## config.mk

```make
export PLATFORM = sky130hd
export DESIGN_NAME = mem_port_arbiter
export DESIGN_NICKNAME = d
export VERILOG_FILES = /design/src/rtl/cpu_ctrl_pkg.sv /design/src/rtl/rr_pick_2.sv /design/src/rtl/mem_port_arbiter.sv
export SDC_FILE = /design/constraint.sdc
export NUM_CORES = 1
export LEC_CHECK = 0
export BUFFER_PORTS_ARGS = -buffer_cell sky130_fd_sc_hd__buf_4
export CAP_MARGIN = 20
export CORE_AREA = 2 2 39 41
export DETAILED_ROUTE_END_ITERATION = 7
export DIE_AREA = 0 0 41 43
export SLEW_MARGIN = 20
export SYNTH_ARGS = -nofsm -noshare
export SYNTH_HDL_FRONTEND = slang
export SYNTH_SLANG_ARGS = --single-unit
```

## constraint.sdc

```tcl
create_clock -name clk -period 1.9 [get_ports clk]
set_input_delay 0.095 -clock clk [delete_from_list [all_inputs] [get_ports clk]]
set_output_delay 0.095 -clock clk [all_outputs]
set_load 0.01 [all_outputs]
```

## src/rtl/cpu_ctrl_pkg.sv

```systemverilog
// Shared types for the CPU control slice: memory-port arbiter states and requester ids.
package cpu_ctrl_pkg;

    typedef enum logic [1:0] {
        ARB_IDLE,
        ARB_ACCESS,
        ARB_ACK
    } arb_state_t;

    typedef enum logic {
        REQ_INS,
        REQ_DATA
    } req_id_t;

endpackage

```

## src/rtl/rr_pick_2.sv

```systemverilog
// Two-way round-robin picker: a lone requester wins, a tie goes to the one not granted last.
module rr_pick_2
    import cpu_ctrl_pkg::*;
(
    input  logic    ins_req,
    input  logic    data_req,
    input  req_id_t last_grant,
    output req_id_t winner_c,
    output logic    valid_c
);

    always_comb begin
        winner_c = REQ_INS;
        if (ins_req && data_req) begin
            winner_c = (last_grant == REQ_INS) ? REQ_DATA : REQ_INS;
        end else if (data_req) begin
            winner_c = REQ_DATA;
        end
        valid_c = ins_req | data_req;
    end

endmodule

```

## src/rtl/mem_port_arbiter.sv

```systemverilog
// Shares the single memory port between fetch and load/store; round-robin grant,
// MEM_LATENCY-cycle strobe window, then a one-cycle ack to the winner.
module mem_port_arbiter
    import cpu_ctrl_pkg::*;
#(
    parameter int unsigned MEM_LATENCY = 2
) (
    input  logic clk,
    input  logic rst_n,
    input  logic ins_req,
    input  logic data_req,
    input  logic data_we,
    output logic sel_ins,
    output logic sel_data,
    output logic mem_rd,
    output logic mem_wr,
    output logic ins_ack,
    output logic data_ack,
    output logic busy
);

    localparam int unsigned CNT_W = $clog2(MEM_LATENCY + 1);

    arb_state_t       state, state_nxt;
    logic [CNT_W-1:0] cnt, cnt_nxt;
    req_id_t          gnt, gnt_nxt;
    req_id_t          last_grant, last_grant_nxt;
    logic             we_q, we_nxt;

    req_id_t pick_winner;
    logic    pick_valid;

    rr_pick_2 u_pick (
        .ins_req    (ins_req),
        .data_req   (data_req),
        .last_grant (last_grant),
        .winner_c   (pick_winner),
        .valid_c    (pick_valid)
    );

    always_ff @(posedge clk) begin
        if (!rst_n) begin
            state      <= ARB_IDLE;
            cnt        <= '0;
            gnt        <= REQ_INS;
            last_grant <= REQ_DATA;
            we_q       <= 1'b0;
        end else begin
            state      <= state_nxt;
            cnt        <= cnt_nxt;
            gnt        <= gnt_nxt;
            last_grant <= last_grant_nxt;
            we_q       <= we_nxt;
        end
    end

    // Requests are only looked at in IDLE; gnt and we_q are frozen for the whole window.
    always_comb begin
        state_nxt      = state;
        cnt_nxt        = cnt;
        gnt_nxt        = gnt;
        last_grant_nxt = last_grant;
        we_nxt         = we_q;
        case (state)
            ARB_IDLE: begin
                if (pick_valid) begin
                    gnt_nxt        = pick_winner;
                    last_grant_nxt = pick_winner;
                    cnt_nxt        = CNT_W'(MEM_LATENCY - 1);
                    we_nxt         = (pick_winner == REQ_DATA) ? data_we : 1'b0;
                    state_nxt      = ARB_ACCESS;
                end
            end
            ARB_ACCESS: begin
                if (cnt == '0) begin
                    state_nxt = ARB_ACK;
                end else begin
                    cnt_nxt = cnt - CNT_W'(1);
                end
            end
            ARB_ACK: begin
                state_nxt = ARB_IDLE;
            end
            default: begin
                state_nxt = ARB_IDLE;
            end
        endcase
    end

    logic in_access;
    logic in_window;

    assign in_access = (state == ARB_ACCESS);
    assign in_window = (state == ARB_ACCESS) || (state == ARB_ACK);

    assign sel_ins  = in_window && (gnt == REQ_INS);
    assign sel_data = in_window && (gnt == REQ_DATA);
    assign mem_rd   = in_access && !we_q;
    assign mem_wr   = in_access && we_q;
    assign ins_ack  = (state == ARB_ACK) && (gnt == REQ_INS);
    assign data_ack = (state == ARB_ACK) && (gnt == REQ_DATA);
    assign busy     = in_window;

endmodule

```

==> insert_results.sql, run 1 <==
INSERT INTO impl_metrics (metric_group, metric, value, unit) VALUES
('power_and_ir_drop', 'post-layout-total-power', '871.9', 'uW'),
('floorplanning', 'top_level_ports', '12', ''),
('setup_path', 'rrSetupSlack', '0.33', 'ns'),
('global_routing', 'number_of_global_route_vias_before_repair', '320', ''),
('synth', 'synth_fp_nets', '63', ''),
('clock_tree', 'clk_pin_slew_worst_paths', '0.05', 'ns'),
('drt', 'ratio_of_routed_vias_to_standard_cells', '4.841', ''),
('clock_tree', 'post_cts_hold_buffer_count', '0', ''),
('synth', 'compound_gate_portion_of_the_synthesized_area', '13.85', '%'),
('timing', 'highest_clock_rate', '636.4', 'MHz'),
('setup_path', 'critical_path_required', '2.05', 'ns'),
('clock_tree', 'root_buffer', 'sky130_fd_sc_hd__clkbuf_4', ''),
('floorplanning', 'cell_rows', '14', ''),
('timing', 'worst-slew-pin-transition', '0.2945', 'ns'),
('setup_path', 'critical_path.reg2reg.startpoint', 'state[0]', ''),
('cells_and_area', 'antenna_cells', '0', ''),
('global_routing', 'grt_pass1_wl', '1276', 'um'),
('synth', 'yosys_warnings', '0', ''),
('synth', 'postSynthRegisterBits', '7', ''),
('floorplanning', 'die_h', '43', 'um'),
('cells_and_area', 'area.growth.synth_to_final', '27.70', '%'),
('clock_tree', 'post-cts-setup-buffers', '0', ''),
('placement', 'globalplace.congestion', '0.6743', ''),
('synth', 'part_of_the_yosys_area_used_for_sequential_elements', '31.02', '%'),
('clock_tree', 'cts_tree', 'yes', ''),
('power_and_ir_drop', 'powerDensity', '1512', 'nW/um^2'),
('hold_path', 'worstHoldStart', 'rst_n', ''),
('hold_path', 'whs_endpoint', 'last_grant', ''),
('clock_tree', 'cts_repair_resized_insts', '0', ''),
('drt', 'firstDrtPassIters', '4', ''),
('setup_path', 'critical_path.slowest_cell', 'sky130_fd_sc_hd__or3_4', ''),
('clock_tree', 'worst_skew_pair.late_latency', '0.25', 'ns'),
('power_and_ir_drop', 'static_leakage_power', '0.2790', 'nW'),
('run_status', 'outcome', 'finished clean', ''),
('floorplanning', 'core_area', '1384', 'um^2'),
('placement', 'placed_cells_incl_taps', '78', ''),
('timing', 'count_of_final_setup_violators', '0', ''),
('global_routing', 'grt_max_degree', '10', ''),
('global_routing', 'grt_antenna_before_repair', '0', ''),
('synth', 'postSynth.asyncResetShare', '0', '%'),
('global_routing', 'grt_util_all_layers', '11.28', '%'),
('synth', 'syn-cell-area', '451.7', 'um^2'),
('setup_path', 'cp.arrival', '1.72', 'ns'),
('setup_path', 'crit-reg2reg-capture', 'cnt[1]', ''),
('hold_path', 'hold_path_depth', '2', ''),
('placement', 'postPlaceCellArea', '550.5', 'um^2'),
('synth', 'synth_top_family_by_area', 'simple AND/OR/NAND/NOR gates', ''),
('clock_tree', 'clock_path_buffers', '2', ''),
('synth', 'synth_cell_type_count', '20', ''),
('synth', 'ys_top_cells_by_count', 'sky130_fd_sc_hd__nand2_1 (9), sky130_fd_sc_hd__dfxtp_1 (7), sky130_fd_sc_hd__ha_1 (6)', ''),
('setup_path', 'timing.critical_path.fanout_max', '7', ''),
('placement', 'port_buffers', '11', ''),
('setup_path', 'cp-start-kind', 'flop', ''),
('hold_path', 'min_path_type', 'in2reg', ''),
('timing', 'maxSlewHeadroom', '80.11', '%'),
('clock_tree', 'cts_num_sinks', '7', ''),
('timing', 'finalCritPeriodShare', '82.70', '%'),
('drt', 'postRouteAntennaNets', '0', ''),
('power_and_ir_drop', 'vdd_drop_max', '0.0003813', 'V'),
('cells_and_area', 'stdcell_area', '576.8', 'um^2'),
('floorplanning', 'design.die.area', '1763', 'um^2'),
('setup_path', 'timing_worst_setup_path_type', 'reg2reg', ''),
('timing', 'final-hold-violation-count', '0', ''),
('clock_tree', 'cts_inserted_buffers', '3', ''),
('setup_path', 'crit_path_end_kind', 'flop', ''),
('run', 'maxCapViolCount', '0', ''),
('synth', 'synthMuxAreaShare', '4.432', '%'),
('floorplanning', 'chipWidth', '41', 'um'),
('setup_path', 'cell_by_cell_trace_of_the_critical_path', 'inv_1 > ha_1 > nor3b_4 > or3_4 > mux2i_1', ''),
('global_routing', 'overall_overflow_remaining_after_global_route', '0', ''),
('drt', 'per_cell_routed_wire_length', '10.65', 'um');
[placed cells by master, fill, tap and decap left out, types with 3 or more instances in the layout]
cell / instances
sky130_fd_sc_hd__dfxtp_1: 7
sky130_fd_sc_hd__inv_1: 5
sky130_fd_sc_hd__ha_1: 6
sky130_fd_sc_hd__and2_1: 4
sky130_fd_sc_hd__nand2_1: 9
sky130_fd_sc_hd__buf_4: 11
sky130_fd_sc_hd__nor2b_1: 4
sky130_fd_sc_hd__clkbuf_4: 3
[where the power goes]
| group | switching [mW] | internal, mW | total [mW] | leakage (nW) |
|---|---|---|---|---|
| Combinational | 0.245 | 0.255 | 0.500 | 0.206 |
| Sequential | 0.0369 | 0.198 | 0.234 | 0.0578 |
| Clock | 0.0573 | 0.0803 | 0.138 | 0.0150 |
[logic make-up (layout without fill, tap and decap cells)]
| kind of cell | Yosys count | after routing |
|---|---|---|
| simple gates | 22 | 22 |
| flops | 7 | 7 |
| mux | 2 | 2 |
| fa+ha+maj | 6 | 6 |
| compound gates | 9 | 9 |
| buf+inv | 6 | 20 |
[routing by layer]
layer / wire length [um] / part of all wire, % / global-route usage (%)
met2: 449 / 51 / 17.19
met4: 0 / 0 / 12.00
met3: 38 / 4.4 / 1.571
met5: 0 / 0 / 0
met1: 384 / 44 / 11.69
[flip-flops by register name, summed over array words and instances, names as in the netlist]
register	cells
last_grant	1
cnt	2
gnt	1
we_q	1
state	2
[worst max path at each step]
stage,from,end,cells past startpoint
CTS,state[0],cnt[1],5
global route,state[0],cnt[1],5
floorplan,state[0],cnt[1],5
finish,state[0],cnt[1],5
global placement,state[0],cnt[1],5
detailed placement,state[0],cnt[1],5
[metrics by stage]
| step | hold slack (ns) | worst slack [ns] | util (%) |
|---|---|---|---|
| after global placement | 0.3629 | 0.3791 | 39.78 |
| after floorplan | 0.2645 | 0.4306 | - |
| after detailed placement | 0.3689 | 0.3418 | 39.78 |
| after CTS | 0.09789 | 0.3250 | 41.68 |
| final | 0.1154 | 0.3287 | 41.68 |
| after global routing | 0.1141 | 0.2461 | 41.68 |
[critical path, delay by kind of cell, from the launching register on]
family | cells | cell delay (ns)
and+or+nand+nor | 2 | 0.58
DFF | 1 | 0.38
adders and majority gates | 1 | 0.28
muxes | 1 | 0.12
buffers and inverters | 1 | 0.10
[final cells by class]
cell class / count / area [um^2] / share of cell area, %
clock buffer: 4 / 26.28 / 4.555
inverter: 5 / 18.77 / 3.254
multi-input combinational: 39 / 289.0 / 50.11
sequential: 7 / 140.1 / 24.29
tap: 16 / 20.02 / 3.471
timing repair buffer: 11 / 82.58 / 14.32
No activity file was read; power rests on OpenSTA's default activity.
==> inputs of run 2 (changes only) <==
--- a/config.mk
+++ b/config.mk
@@ -5,6 +5,7 @@
 export SDC_FILE = /design/constraint.sdc
 export NUM_CORES = 1
 export LEC_CHECK = 0
+export ABC_AREA = 1
 export BUFFER_PORTS_ARGS = -buffer_cell sky130_fd_sc_hd__buf_4
 export CAP_MARGIN = 20
 export CORE_AREA = 2 2 39 41
==> constraint.sdc (replaced) <==
create_clock -name clk -period 1.35 [get_ports clk]
set_input_delay 0.0675 -clock clk [delete_from_list [all_inputs] [get_ports clk]]
set_output_delay 0.0675 -clock clk [all_outputs]
set_load 0.01 [all_outputs]
==> run 2 against run 1 <==
Effect of this change: flip-flop and latch count did not move; critical endpoint is now sel_ins; synthesized area shrank 3.9%; die area unchanged; sequential power increased by 39%; non-clock buffer count stayed put; cell area unchanged; clock skew fell by 0.0016 ns; critical path type is now reg2out; setup slack got worse by 0.21 ns; combinational power is 35% higher.
==> insert_results.sql, run 2 <==
INSERT INTO impl_metrics (metric_group, metric, value, unit) VALUES
('setup_path', 'largest_stage_delay_on_the_critical_path', '0.34', 'ns'),
('global_routing', 'number_of_global_route_vias_before_repair', '336', ''),
('timing', 'finalMaxSlewViolations', '0', ''),
('timing', 'fin_crit', '1.234', 'ns'),
('synth', 'postSynthCellCount', '66', ''),
('timing', 'count_of_final_setup_violators', '0', ''),
('placement', 'pre_cts_setup_slack', '0.1251', 'ns'),
('timing', 'worst_skew', '0.001991', 'ns'),
('synth', 'ys_top_cells_by_count', 'sky130_fd_sc_hd__nand2_1 (20), sky130_fd_sc_hd__inv_1 (13), sky130_fd_sc_hd__nor2_1 (8)', ''),
('timing', 'finalWorstSetupSlack', '0.1159', 'ns'),
('placement', 'port_buffers', '11', ''),
('timing', 'finalCritPeriodShare', '91.41', '%'),
('drt', 'firstDrtPassIters', '4', ''),
('cells_and_area', 'post_route_cells_drive_above_1_share', '23.46', '%'),
('synth', 'part_of_the_yosys_area_used_for_sequential_elements', '32.28', '%'),
('floorplanning', 'die_h', '43', 'um'),
('placement', 'hpwlAfterDp', '669.8', 'um'),
('power_and_ir_drop', 'p_int', '698.1', 'uW'),
('drt', 'drt-initial-drc-count', '6', ''),
('timing', 'grt_setup_unrepaired', 'false', ''),
('setup_path', 'timing_worst_setup_path_type', 'reg2out', ''),
('clock_tree', 'root_buffer', 'sky130_fd_sc_hd__clkbuf_4', ''),
('cells_and_area', 'layout_common_cells', 'sky130_fd_sc_hd__nand2_1 (20), sky130_fd_sc_hd__inv_1 (11), sky130_fd_sc_hd__buf_4 (11), sky130_fd_sc_hd__nor2_1 (8), sky130_fd_sc_hd__dfxtp_1 (6)', ''),
('clock_tree', 'cts_inserted_buffers', '3', ''),
('cells_and_area', 'antenna_cells', '0', ''),
('synth', 'synth.largest_area_cell', 'sky130_fd_sc_hd__dfxtp_1', ''),
('drt', 'per_cell_routed_wire_length', '8.340', 'um'),
('power_and_ir_drop', 'p_sw', '492.0', 'uW'),
('timing', 'final-hold-violation-count', '0', ''),
('global_routing', 'overall_overflow_remaining_after_global_route', '0', ''),
('cells_and_area', 'final.fill_count', '161', ''),
('cells_and_area', 'multi_input_comb_area', '257.7', 'um^2'),
('clock_tree', 'post_cts_hold_buffer_count', '0', ''),
('power_and_ir_drop', 'power.combinational.fraction', '56.8', '%'),
('synth', 'yosys_warnings', '0', ''),
('hold_path', 'min_path_type', 'in2reg', ''),
('global_routing', 'grt_pass1_wl', '1276', 'um'),
('setup_path', 'critical_path_required', '1.28', 'ns'),
('global_routing', 'grt_util_all_layers', '10.92', '%'),
('clock_tree', 'cts_tree', 'yes', ''),
('floorplanning', 'cell_rows', '14', ''),
('power_and_ir_drop', 'powerDensity', '2063', 'nW/um^2'),
('synth', 'postSynthAreaPerCell', '6.578', 'um^2'),
('synth', 'postSynthRegisterBits', '7', ''),
('drt', 'drt_drc_violations_left', '0', ''),
('clock_tree', 'post-cts-setup-buffers', '0', ''),
('power_and_ir_drop', 'share_clk_of_total_power', '15.9', '%'),
('placement', 'globalplace.congestion', '0.6778', ''),
('floorplanning', 'initial_utilization', '31.37', '%'),
('timing', 'worst-slew-pin-transition', '0.3437', 'ns'),
('clock_tree', 'worst_skew_pair.late_latency', '0.25', 'ns'),
('setup_path', 'crit_path_end_kind', 'output port', ''),
('run_status', 'outcome', 'finished clean', ''),
('floorplanning', 'core_area', '1384', 'um^2'),
('synth', 'postSynth.asyncResetShare', '0', '%'),
('setup_path', 'cp.arrival', '1.17', 'ns'),
('clock_tree', 'cts_num_sinks', '7', ''),
('clock_tree', 'cts_htree_levels', '1', ''),
('power_and_ir_drop', 'power_switching_share', '41.34', '%'),
('synth', 'syn-cell-area', '434.2', 'um^2'),
('timing', 'final.setup.tns', '0', 'ns'),
('cells_and_area', 'biggestRegsByFlops', 'cnt: 2 flops, state: 2 flops', ''),
('setup_path', 'critical_path.slowest_cell', 'sky130_fd_sc_hd__dfxtp_1', ''),
('drt', 'postRouteAntennaNets', '0', ''),
('setup_path', 'timing.critical_path.fanout_max', '5', ''),
('floorplanning', 'top_level_ports', '12', ''),
('cells_and_area', 'most_frequent_standard_cell_in_the_layout_excluding_fill_and_tap_cells', 'sky130_fd_sc_hd__nand2_1', ''),
('drt', 'ratio_of_routed_vias_to_standard_cells', '4.247', ''),
('power_and_ir_drop', 'vdd_drop_max', '0.0005570', 'V'),
('drt', 'num_vias', '412', ''),
('clock_tree', 'clock_path_buffers', '2', ''),
('drt', 'finalWirelength', '809', 'um'),
('synth', 'synth_fp_nets', '77', ''),
('setup_path', 'cp-start-kind', 'flop', ''),
('power_and_ir_drop', 'p_seq_share', '27.3', '%'),
('run', 'maxCapViolCount', '0', ''),
('synth', 'netlist.area_leader.share', '32.28', '%'),
('power_and_ir_drop', 'static_leakage_power', '0.3205', 'nW'),
('cells_and_area', 'stdcell_area', '576.8', 'um^2'),
('cells_and_area', 'fin_nets', '93', ''),
('synth', 'yosysMostFrequentCell', 'sky130_fd_sc_hd__nand2_1', ''),
('clock_tree', 'clk_pin_slew_worst_paths', '0.05', 'ns'),
('cells_and_area', 'area.growth.synth_to_final', '32.85', '%'),
('timing', 'maxSlewHeadroom', '76.85', '%'),
('global_routing', 'grt_max_degree', '7', ''),
('floorplanning', 'chipWidth', '41', 'um'),
('synth', 'synth_cell_type_count', '11', ''),
('setup_path', 'cell_by_cell_trace_of_the_critical_path', 'inv_2 > ha_4 > inv_1 > nor2_1 > buf_4', ''),
('floorplanning', 'design.die.area', '1763', 'um^2'),
('placement', 'postPlaceCellArea', '536.8', 'um^2'),
('synth', 'postSynth.topFlopCell', 'sky130_fd_sc_hd__dfxtp_1', ''),
('cells_and_area', 'area.sequential', '141.4', 'um^2'),
('global_routing', 'grt_antenna_before_repair', '0', ''),
('synth', 'synth_enable_flop_cells', '0', ''),
('timing', 'highest_clock_rate', '810.3', 'MHz'),
('synth', 'netlist_top_cells_area', 'sky130_fd_sc_hd__dfxtp_1 (32%), sky130_fd_sc_hd__ha_1 (17%), sky130_fd_sc_hd__nand2_1 (17%)', '');
-- run 2: per-layer routing --
layer  up-vias  wire, um  GRT usage (%)
li1        230         -              -
met1       174       412          13.10
met2         8       363          15.63
met3         0        32          1.571
met4         0         0          10.00
met5         -         0              0
-- run 2: what timing repair did --
item,CTS,global route
endpoints found under the hold margin,0,0
setup endpoints to repair,2,4
gates resized for setup,1,3
-- run 2: worst max-delay path: cells and delay by family, from the launching register on --
kind / cells / cell delay [ns]
simple gates: 1 / 0.07
flops: 1 / 0.34
buf+inv: 3 / 0.23
fa+ha+maj: 1 / 0.27
-- run 2: path summary, 6_finish.rpt --
kind                            startpoint          to  slack [ns]  depth (start not counted)
worst min-delay path                 rst_n  last_grant        0.06                          2
worst max-delay path              state[1]     sel_ins        0.12                          5
worst min register to register  last_grant  last_grant        0.47                          2
worst max register to register    state[1]      cnt[0]        0.21                          8
-- run 2: cell families after synthesis --
family | count (synthesis) | share of synthesized area [%]
and+or+nand+nor | 34 | 32.28
buffers and inverters | 13 | 11.24
adders and majority gates | 6 | 17.29
AOI/OAI and AO/OA | 6 | 6.914
DFF | 7 | 32.28
-- run 2: layout make-up --
class                      count  area share [%]
clock buffer                   4           4.555
timing repair buffer          11           14.32
multi-input combinational     46           44.69
inverter                      13           8.460
tap                           16           3.471
sequential                     7           24.51
-- run 2: power groups by stage --
stage	registers, mW	clock network [mW]	logic, mW
after floorplan	0.312	0	0.446
after global placement	0.320	0	0.631
after detailed placement	0.324	0	0.637
after CTS	0.321	0.198	0.640
after global routing	0.331	0.211	0.787
final	0.325	0.189	0.675
-- run 2: per-stage QoR --
| step | total power, mW | instances | utilization [%] | hold WS, ns |
|---|---|---|---|---|
| finish | 1.190 | 97 | 41.68 | 0.05619 |
| global route | 1.330 | 97 | 41.68 | 0.04686 |
| CTS | 1.159 | 97 | 40.78 | 0.05069 |
| detailed placement | 0.9612 | 93 | 38.79 | 0.3104 |
| global placement | 0.9508 | 93 | 38.79 | 0.3098 |
| floorplan | 0.7588 | 66 | - | 0.1516 |
==> inputs of run 3 (changes only) <==
--- a/config.mk
+++ b/config.mk
@@ -11,6 +11,7 @@
 export CORE_AREA = 2 2 39 41
 export DETAILED_ROUTE_END_ITERATION = 7
 export DIE_AREA = 0 0 41 43
+export PLACE_DENSITY_LB_ADDON = 0.05
 export SLEW_MARGIN = 20
 export SYNTH_ARGS = -nofsm -noshare
 export SYNTH_HDL_FRONTEND = slang
==> run 3 against run 2 <==
Effect of this change: sequential power is essentially flat; routed wire length up 3.0%; highest routed layer unchanged; first-iteration DRC count decreased by 67%; fmax decreased by 0.35%; critical path depth stayed put; cell count did not move; sequential share of layout area decreased by 0.11 points; clock power rose by 4%; clock skew up 0.0041 ns; via count unchanged; register-to-register slack is essentially flat.
==> insert_results.sql, run 3 (synthesis results as in run 2) <==
INSERT INTO impl_metrics (metric_group, metric, value, unit) VALUES
('timing', 'grt_setup_unrepaired', 'false', ''),
('cells_and_area', 'stdcell_area', '579.3', 'um^2'),
('setup_path', 'timing_worst_setup_path_type', 'reg2out', ''),
('drt', 'per_cell_routed_wire_length', '8.588', 'um'),
('clock_tree', 'post_cts_hold_buffer_count', '0', ''),
('power_and_ir_drop', 'powerDensity', '2064', 'nW/um^2'),
('run', 'maxCapViolCount', '0', ''),
('hold_path', 'min_path_type', 'in2reg', ''),
('timing', 'worst_skew', '0.006139', 'ns'),
('drt', 'wl_met1', '400', 'um'),
('floorplanning', 'die_h', '43', 'um'),
('run_status', 'outcome', 'finished clean', ''),
('clock_tree', 'cts_inserted_buffers', '3', ''),
('power_and_ir_drop', 'p_sw', '497.6', 'uW'),
('floorplanning', 'design.die.area', '1763', 'um^2'),
('cells_and_area', 'antenna_cells', '0', ''),
('power_and_ir_drop', 'power.combinational.fraction', '56.4', '%'),
('timing', 'finalMaxSlewViolations', '0', ''),
('cells_and_area', 'most_frequent_standard_cell_in_the_layout_excluding_fill_and_tap_cells', 'sky130_fd_sc_hd__nand2_1', ''),
('floorplanning', 'top_level_ports', '12', ''),
('global_routing', 'grt_antenna_before_repair', '0', ''),
('floorplanning', 'initial_utilization', '31.37', '%'),
('clock_tree', 'cts_htree_levels', '1', ''),
('timing', 'count_of_final_setup_violators', '0', ''),
('setup_path', 'cp.arrival', '1.17', 'ns'),
('setup_path', 'critical_path.reg2reg.startpoint', 'state[1]', ''),
('clock_tree', 'root_buffer', 'sky130_fd_sc_hd__clkbuf_4', ''),
('cells_and_area', 'biggestRegsByFlops', 'cnt: 2 flops, state: 2 flops', ''),
('power_and_ir_drop', 'power_switching_share', '41.62', '%'),
('drt', 'finalWirelength', '833', 'um'),
('placement', 'hpwlAfterDp', '680.1', 'um'),
('setup_path', 'worstSetupEndpoint', 'sel_ins', ''),
('setup_path', 'crit-reg2reg-capture', 'cnt[0]', ''),
('clock_tree', 'post-cts-setup-buffers', '0', ''),
('timing', 'finalWorstSetupSlack', '0.1115', 'ns'),
('timing', 'final.setup.tns', '0', 'ns'),
('clock_tree', 'worst_skew_pair.late_latency', '0.25', 'ns'),
('setup_path', 'rrSetupSlack', '0.21', 'ns'),
('global_routing', 'grt_util_all_layers', '11.68', '%'),
('setup_path', 'critical_path.startpoint', 'state[0]', ''),
('cells_and_area', 'post_route_cells_drive_above_1_share', '24.69', '%'),
('timing', 'fin_crit', '1.238', 'ns'),
('cells_and_area', 'fin_nets', '93', ''),
('clock_tree', 'cts_tree', 'yes', ''),
('drt', 'num_vias', '412', ''),
('timing', 'maxSlewHeadroom', '80.51', '%'),
('setup_path', 'crit_path_end_kind', 'output port', ''),
('setup_path', 'cp-start-kind', 'flop', ''),
('clock_tree', 'clk_pin_slew_worst_paths', '0.06', 'ns'),
('timing', 'final-hold-violation-count', '0', ''),
('power_and_ir_drop', 'p_int', '698.2', 'uW'),
('placement', 'port_buffers', '11', ''),
('drt', 'drt-initial-drc-count', '2', ''),
('cells_and_area', 'area.growth.synth_to_final', '33.43', '%'),
('floorplanning', 'chipWidth', '41', 'um'),
('power_and_ir_drop', 'static_leakage_power', '0.3192', 'nW'),
('global_routing', 'grt_max_degree', '7', ''),
('power_and_ir_drop', 'vdd_drop_max', '0.0008371', 'V'),
('power_and_ir_drop', 'post-layout-total-power', '1.196', 'mW'),
('drt', 'firstDrtPassIters', '2', ''),
('placement', 'postPlaceCellArea', '536.8', 'um^2'),
('drt', 'dr_wl_met3', '40', 'um'),
('placement', 'globalplace.congestion', '0.6610', ''),
('timing', 'finalCritPeriodShare', '91.74', '%'),
('global_routing', 'number_of_global_route_vias_before_repair', '328', ''),
('cells_and_area', 'layout_common_cells', 'sky130_fd_sc_hd__nand2_1 (20), sky130_fd_sc_hd__inv_1 (11), sky130_fd_sc_hd__buf_4 (11), sky130_fd_sc_hd__nor2_1 (8), sky130_fd_sc_hd__dfxtp_1 (6)', ''),
('timing', 'highest_clock_rate', '807.5', 'MHz'),
('cells_and_area', 'post-route-util', '41.86', '%'),
('power_and_ir_drop', 'share_clk_of_total_power', '16.5', '%'),
('drt', 'routed_wire_length_on_met2', '392', 'um'),
('floorplanning', 'core_area', '1384', 'um^2'),
('drt', 'topRoutingLayerUsed', 'met3', ''),
('global_routing', 'overall_overflow_remaining_after_global_route', '0', ''),
('setup_path', 'worstRegToRegCells', '8', ''),
('drt', 'postRouteAntennaNets', '0', ''),
('clock_tree', 'clock_path_buffers', '2', ''),
('drt', 'drt_drc_violations_left', '0', ''),
('placement', 'pre_cts_setup_slack', '0.1070', 'ns'),
('drt', 'ratio_of_routed_vias_to_standard_cells', '4.247', ''),
('setup_path', 'critical_path_required', '1.28', 'ns'),
('floorplanning', 'cell_rows', '14', ''),
('clock_tree', 'cts_num_sinks', '7', ''),
('timing', 'worst-slew-pin-transition', '0.2893', 'ns'),
('global_routing', 'grt_pass1_wl', '1311', 'um'),
('setup_path', 'timing.critical_path.fanout_max', '4', ''),
('power_and_ir_drop', 'p_seq_share', '27.1', '%');
## run 3: cell counts in the layout (fill, tap and decap cells not counted)
No cell type changed its count.
## run 3: layout make-up
class,count,area [um^2]
Clock buffer,4,26.28
Multi-Input combinational cell,46,260.3
Inverter,13,48.80
Sequential cell,7,141.4
Fill cell,151,804.5
Tap cell,16,20.02
Timing Repair Buffer,11,82.58
## run 3: worst min-delay path by stage
stage	cells after the start	startpoint	slack (ns)	endpoint
floorplan	1	rst_n	0.15	last_grant
global placement	2	rst_n	0.31	last_grant
detailed placement	2	rst_n	0.31	last_grant
CTS	2	rst_n	0.05	last_grant
global route	2	rst_n	0.05	last_grant
finish	2	rst_n	0.05	last_grant
## run 3: what timing repair did
item	in CTS	in global routing
setup endpoints to repair	2	5
gates resized for setup	1	4
pin swaps	0	0
## run 3: metrics by stage
stage | hold slack, ns | instances
2_1_floorplan | 0.1516 | 66
3_3_place_gp | 0.3080 | 93
5_1_grt | 0.05438 | 97
6_report | 0.04743 | 97
4_1_cts | 0.04967 | 97
3_5_place_dp | 0.3148 | 93
## run 3: critical path: stages (launching register included)
cell                      delay [ns]
sky130_fd_sc_hd__dfxtp_2        0.36
sky130_fd_sc_hd__inv_2          0.07
sky130_fd_sc_hd__ha_4           0.27
sky130_fd_sc_hd__inv_1          0.03
sky130_fd_sc_hd__nor2_1         0.07
sky130_fd_sc_hd__buf_4          0.12
## run 3: power by group through the flow
stage | sequential (mW) | clock [mW] | combinational [mW]
after floorplan | 0.312 | 0 | 0.446
after global placement | 0.320 | 0 | 0.643
after detailed placement | 0.324 | 0 | 0.633
after CTS | 0.322 | 0.202 | 0.639
after global routing | 0.331 | 0.219 | 0.784
final | 0.324 | 0.197 | 0.674
## run 3: layer usage
layer	vias to the layer above	track usage [%]
met5	-	0
met4	0	8.000
met3	0	6.283
met2	9	14.69
met1	172	14.61
li1	231	-
